`src/rtl/alu_pipe_pkg.sv`:
```
// Shared definitions for the pipelined ALU: opcode set, status flags and MUL FSM states.
// Opcodes 12-15 are reserved and execute as a single-cycle error result.
package alu_pipe_pkg;

    typedef enum logic [3:0] {
        ADD = 4'd0,
        SUB = 4'd1,
        AND = 4'd2,
        IOR = 4'd3,
        XOR = 4'd4,
        NOT = 4'd5,
        LSL = 4'd6,
        LSR = 4'd7,
        SLT = 4'd8,
        SEQ = 4'd9,
        ASR = 4'd10,
        MUL = 4'd11
    } op_mne_e;

    typedef struct packed {
        logic zero;
        logic carry;
        logic ovf;
        logic err;
    } alu_flags_t;

    typedef enum logic {
        IDLE = 1'b0,
        BUSY = 1'b1
    } alu_state_e;

    localparam int OP_W = 4;

endpackage

```
`src/rtl/alu_comb.sv`:
```
// Combinational datapath for every single-cycle opcode plus its status flags.
// MUL is handled by the iterative engine in alu_pipe; here it yields zero.
module alu_comb
    import alu_pipe_pkg::*;
#(
    parameter int WIDTH = 8
) (
    input  logic [OP_W-1:0]  op_i,
    input  logic [WIDTH-1:0] a_i,
    input  logic [WIDTH-1:0] b_i,
    output logic [WIDTH-1:0] result_o,
    output alu_flags_t       flags_o
);

    localparam int SH_W = $clog2(WIDTH);

    logic [SH_W-1:0]  sh_amt;
    logic [WIDTH:0]   add_w;
    logic [WIDTH:0]   sub_w;
    logic [WIDTH-1:0] res;
    alu_flags_t       flg;

    assign sh_amt = b_i[SH_W-1:0];
    assign add_w  = {1'b0, a_i} + {1'b0, b_i};
    // Subtract as a + ~b + 1 so the carry-out reads as "no borrow".
    assign sub_w  = {1'b0, a_i} + {1'b0, ~b_i} + {{WIDTH{1'b0}}, 1'b1};

    always_comb begin
        res = '0;
        flg = '0;
        case (op_mne_e'(op_i))
            ADD: begin
                res       = add_w[WIDTH-1:0];
                flg.carry = add_w[WIDTH];
                flg.ovf   = (a_i[WIDTH-1] == b_i[WIDTH-1]) &&
                            (add_w[WIDTH-1] != a_i[WIDTH-1]);
            end
            SUB: begin
                res       = sub_w[WIDTH-1:0];
                flg.carry = sub_w[WIDTH];
                flg.ovf   = (a_i[WIDTH-1] != b_i[WIDTH-1]) &&
                            (sub_w[WIDTH-1] != a_i[WIDTH-1]);
            end
            AND: res = a_i & b_i;
            IOR: res = a_i | b_i;
            XOR: res = a_i ^ b_i;
            NOT: res = ~a_i;
            LSL: res = a_i << sh_amt;
            LSR: res = a_i >> sh_amt;
            ASR: res = $signed(a_i) >>> sh_amt;
            SLT: res = {{(WIDTH-1){1'b0}}, ($signed(a_i) < $signed(b_i))};
            SEQ: res = {{(WIDTH-1){1'b0}}, (a_i == b_i)};
            MUL: res = '0;
            default: flg.err = 1'b1;
        endcase
        flg.zero = (res == '0);
    end

    assign result_o = res;
    assign flags_o  = flg;

endmodule

```
`src/rtl/alu_pipe.sv`:
```
// Handshaked ALU: single-cycle ops land in the output register one edge after issue,
// MUL runs a WIDTH-cycle shift-add loop; issue stalls while busy or while a result is stuck.
module alu_pipe
    import alu_pipe_pkg::*;
#(
    parameter int WIDTH = 8,
    parameter int TAG_W = 2
) (
    input  logic             Clk,
    input  logic             Reset,
    input  logic             in_valid,
    output logic             in_ready,
    input  logic [OP_W-1:0]  in_op,
    input  logic [WIDTH-1:0] in_a,
    input  logic [WIDTH-1:0] in_b,
    input  logic [TAG_W-1:0] in_tag,
    output logic             out_valid,
    input  logic             out_ready,
    output logic [WIDTH-1:0] out_result,
    output logic [TAG_W-1:0] out_tag,
    output logic             out_zero,
    output logic             out_carry,
    output logic             out_ovf,
    output logic             out_err
);

    localparam int CNT_W = $clog2(WIDTH) + 1;

    alu_state_e       state_q;
    logic [WIDTH-1:0] ma_q;
    logic [WIDTH-1:0] mb_q;
    logic [WIDTH-1:0] acc_q;
    logic [WIDTH-1:0] acc_d;
    logic [CNT_W-1:0] cnt_q;
    logic [TAG_W-1:0] mtag_q;

    logic             out_valid_q;
    logic [WIDTH-1:0] out_result_q;
    logic [TAG_W-1:0] out_tag_q;
    alu_flags_t       out_flags_q;

    logic [WIDTH-1:0] comb_result;
    alu_flags_t       comb_flags;
    logic             accept;
    logic             is_mul;

    alu_comb #(
        .WIDTH (WIDTH)
    ) u_comb (
        .op_i     (in_op),
        .a_i      (in_a),
        .b_i      (in_b),
        .result_o (comb_result),
        .flags_o  (comb_flags)
    );

    assign in_ready = (state_q == IDLE) && (!out_valid_q || out_ready);
    assign accept   = in_valid && in_ready;
    assign is_mul   = (op_mne_e'(in_op) == MUL);
    assign acc_d    = acc_q + (mb_q[0] ? ma_q : '0);

    always_ff @(posedge Clk or posedge Reset) begin
        if (Reset) begin
            state_q      <= IDLE;
            ma_q         <= '0;
            mb_q         <= '0;
            acc_q        <= '0;
            cnt_q        <= '0;
            mtag_q       <= '0;
            out_valid_q  <= 1'b0;
            out_result_q <= '0;
            out_tag_q    <= '0;
            out_flags_q  <= '0;
        end else begin
            // Drain first; a load below on the same edge takes precedence.
            if (out_ready) begin
                out_valid_q <= 1'b0;
            end
            case (state_q)
                IDLE: begin
                    if (accept) begin
                        if (is_mul) begin
                            state_q <= BUSY;
                            ma_q    <= in_a;
                            mb_q    <= in_b;
                            acc_q   <= '0;
                            cnt_q   <= CNT_W'(WIDTH);
                            mtag_q  <= in_tag;
                        end else begin
                            out_valid_q  <= 1'b1;
                            out_result_q <= comb_result;
                            out_tag_q    <= in_tag;
                            out_flags_q  <= comb_flags;
                        end
                    end
                end
                BUSY: begin
                    acc_q <= acc_d;
                    ma_q  <= ma_q << 1;
                    mb_q  <= mb_q >> 1;
                    cnt_q <= cnt_q - 1'b1;
                    // Output register is guaranteed empty here: MUL issue required it drained.
                    if (cnt_q == CNT_W'(1)) begin
                        state_q      <= IDLE;
                        out_valid_q  <= 1'b1;
                        out_result_q <= acc_d;
                        out_tag_q    <= mtag_q;
                        out_flags_q  <= '{zero: (acc_d == '0), carry: 1'b0,
                                          ovf: 1'b0, err: 1'b0};
                    end
                end
                default: state_q <= IDLE;
            endcase
        end
    end

    assign out_valid  = out_valid_q;
    assign out_result = out_result_q;
    assign out_tag    = out_tag_q;
    assign out_zero   = out_flags_q.zero;
    assign out_carry  = out_flags_q.carry;
    assign out_ovf    = out_flags_q.ovf;
    assign out_err    = out_flags_q.err;

endmodule

```
`config.mk`:
```
export PLATFORM = sky130hd
export DESIGN_NAME = alu_pipe
export DESIGN_NICKNAME = d
export VERILOG_FILES = /design/src/rtl/alu_pipe_pkg.sv /design/src/rtl/alu_comb.sv /design/src/rtl/alu_pipe.sv
export SDC_FILE = /design/constraint.sdc
export NUM_CORES = 1
export LEC_CHECK = 0
export ABC_AREA = 1
export BUFFER_PORTS_ARGS = -buffer_cell sky130_fd_sc_hd__clkbuf_2
export CORE_MARGIN = 8
export CORE_UTILIZATION = 29
export DETAILED_ROUTE_END_ITERATION = 8
export GPL_TIMING_DRIVEN = 1
export HOLD_SLACK_MARGIN = 0.06
export REMOVE_ABC_BUFFERS = 1
export SLEW_MARGIN = 20
export SYNTH_ARGS = -nofsm -noshare
export SYNTH_HDL_FRONTEND = slang
export SYNTH_SLANG_ARGS = --single-unit
```
`constraint.sdc`:
```
create_clock -name Clk -period 2.65 [get_ports Clk]
set_input_delay 0.1325 -clock Clk [delete_from_list [all_inputs] [get_ports Clk]]
set_output_delay 0.1325 -clock Clk [all_outputs]
set_load 0.02 [all_outputs]
```
==> impl_metrics.json <==
{
  "power.leakage_nw": 2.58,
  "cts-root-buf": "clkbuf_16",
  "hp-class": "primary input to async pin",
  "place_area_um2": 4710,
  "final.fill_count": 1619,
  "setup_violations": 0,
  "ys_ff_latch": 46,
  "place_hpwl_mm": 10.9,
  "avgSynthCellArea_um2": 6.46,
  "clock_latency_ns": 0.29,
  "tightest_slew_ns": 0.966,
  "finish.instance_area_um2": 4870,
  "die_h_um": 138,
  "power_density_nw_per_um2": 865,
  "drc_errors": 0,
  "cts_tree": "done",
  "final_common_cell": "nand2_1",
  "crit_slowest_cell": "fa_1",
  "peakVddDrop_uv": 360,
  "final_antenna_net_count": 0,
  "syn_inst": 668,
  "numCtsBuffers": 5,
  "num_rows": 44,
  "end_kind": "flop",
  "hold_viol_final": 0,
  "die_x_um": 138,
  "fmax_mhz": 418,
  "maxSlewHeadroom_pct": 35.5,
  "r2r-end": "out_zero",
  "grt_setup_unrepaired": "false",
  "period_minus_slack_ns": 2.39,
  "grt_max_degree": 47,
  "synth.area.top_cells": "dfrtp_1 (27%), nand2_1 (17%), nand3_1 (10%)",
  "fin_util_pct": 33.5,
  "yosysSeqAreaShare_pct": 26.7,
  "synth_top_area_share_pct": 26.7,
  "critPathRequiredTime_ns": 2.86,
  "grt_pass1_vias": 4195,
  "layout.nets": 770,
  "arrival_ns": 2.61,
  "cts.sinks": 46,
  "synth_area_leader_cell": "dfrtp_1",
  "drive_above_1_share_pct": 12.4,
  "crit_chain": "nand2_1 > inv_1 > ha_1 > fa_1 > nor3_2 > nand2_1 > nor3_1 > nand3_1 > nor2_1 > nor2_1 > a21oi_1",
  "worst-r2r-setup-slack_ns": 0.26,
  "grt.total_usage_pct": 14.5,
  "path_class": "flop to flop",
  "io_buffers": 41,
  "mostFrequentLayoutCells": "nand2_1 (191), nand3_1 (89), nor2_1 (78)",
  "skew_ns": 0.00483,
  "cpLargestDelayFamily": "simple AND/OR/NAND/NOR gates",
  "fin_cells": 891,
  "vias": 4494,
  "grt_overflow_total": 0,
  "cp-start-kind": "flop",
  "n_antenna_cell": 0,
  "drv_slew": 0,
  "place_ws_ns": 0.219,
  "fin_setup_tns_ns": 0,
  "drtIter0Drc": 431,
  "critPathMaxStageDelay_ns": 0.50,
  "clockBufferDepth": 2,
  "totalWireLength_mm": 13.7,
  "status": "complete, no violations",
  "gp_congestion": 0.943,
  "core_um2": 14500,
  "path_max_fanout": 9,
  "htree_levels": 2,
  "syn_to_final_growth_pct": 13.0,
  "post_drt_wl_per_cell_um": 15.4,
  "dp_cells": 882,
  "worst-r2r-cell-count": 11,
  "synthesis.area_um2": 4310,
  "start_util_pct": 29.7,
  "finalWorstSetupSlack_ns": 0.255,
  "firstDrtPassIters": 7,
  "pin_count": 42,
  "grt_pass1_wl_mm": 21.8,
  "die-area_um2": 19000,
  "viasPerCell": 5.04,
  "yosys.cell_types.count": 37,
  "r2r-start": "mb_q[0]",
  "synth_warnings": 0,
  "clk_pin_slew_ns": 0.07,
  "timing.final.crit_share_pct": 90.4,
  "worst-path-buf-inv": 1,
  "antenna_found_initial": 0,
  "max-cap-violations": 0
}
==> cell usage after synthesis (all sizes together) <==
| library cell | n |
|---|---|
| a21boi | 1 |
| a221oi | 5 |
| o21ai | 20 |
| a21o | 1 |
| clkbuf | 4 |
| a21oi | 25 |
| o31ai | 1 |
| inv | 77 |
| nand3 | 89 |
| nor3 | 6 |
| buf | 19 |
| o211ai | 3 |
| o21bai | 3 |
| or4 | 1 |
| fa | 3 |
| a31oi | 7 |
| dfrtp | 46 |
| o22ai | 12 |
| xnor2 | 4 |
| nand4 | 13 |
| nand2 | 194 |
| and2 | 1 |
| nor2 | 88 |
| ha | 35 |
| xor2 | 5 |
| or2 | 5 |
==> what timing repair did <==
item,in CTS,in global routing
buffers inserted,0,0
setup endpoints to repair,0,1
resized for setup,0,3
endpoints found under the hold margin,1,0
hold buffers,1,0
==> metrics by stage <==
step           hold WS [ns]  power, mW
2_1_floorplan         0.229       2.87
3_3_place_gp          0.328       3.58
3_5_place_dp          0.333       3.58
4_1_cts              0.0677       4.21
5_1_grt              0.0728       4.58
6_report             0.0501       4.22
==> flip-flops by register name, summed over array words and instances (netlist names) <==
| name | flops |
|---|---|
| out_err | 1 |
| acc_q | 8 |
| out_zero | 1 |
| ma_q | 8 |
| out_result | 8 |
| mtag_q | 2 |
| out_ovf | 1 |
| out_carry | 1 |
| out_valid | 1 |
| cnt_q | 4 |
| mb_q | 8 |
| out_tag | 2 |
| state_q | 1 |
==> final cells by class <==
cell class / count / area (um^2) / share of cell area, %
inverter: 77 / 292 / 5.98
clock buffer: 6 / 129 / 2.64
tap: 184 / 230 / 4.72
timing repair buffer: 54 / 305 / 6.26
sequential: 46 / 1150 / 23.6
multi-input combinational: 522 / 2750 / 56.5
clock inverter: 2 / 13.8 / 0.282
==> worst register-to-register path, delay by kind of cell, from the launching register on <==
family                   cells  cell delay, ns
AO/OA/AOI/OAI                1            0.15
AND/OR/NAND/NOR              7            0.95
flip-flops                   1            0.47
buffers and inverters        1            0.04
adder cells (fa/ha/maj)      2            0.71
==> logic make-up after synthesis <==
family                   after synthesis  share of synthesized area (%)
adder cells (fa/ha/maj)               38                           11.5
AO/OA/AOI/OAI                         78                           10.6
XOR/XNOR                               9                           1.83
buffers and inverters                100                           9.83
flip-flops                            46                           26.7
AND/OR/NAND/NOR                      397                           39.5
==> how the worst max path moves through the flow <==
| stage | start | endpoint | slack, ns | depth (start not counted) |
|---|---|---|---|---|
| 2_1_floorplan | state_q | out_result[7] | 0.48 | 6 |
| 3_3_place_gp | mb_q[0] | out_zero | 0.24 | 11 |
| 3_5_place_dp | mb_q[0] | out_zero | 0.22 | 11 |
| 4_1_cts | mb_q[0] | out_zero | 0.20 | 11 |
| 5_1_grt | mb_q[0] | out_zero | 0.01 | 13 |
| 6_report | mb_q[0] | out_zero | 0.26 | 11 |
==> where the power goes <==
| part | switching, mW | internal, mW | total [mW] |
|---|---|---|---|
| clock | 0.269 | 0.350 | 0.619 |
| sequential | 0.224 | 1.03 | 1.26 |
| combinational | 1.48 | 0.860 | 2.34 |
==> layer usage <==
metal | wire (um) | GRT usage, % | up-vias
met1 | 6630 | 20.1 | 2091
met2 | 6240 | 23.2 | 137
met3 | 660 | 1.45 | 16
li1 | - | - | 2250
met5 | 0 | 0 | -
met4 | 223 | 4.00 | 0
(Power assumes the default switching activity.)
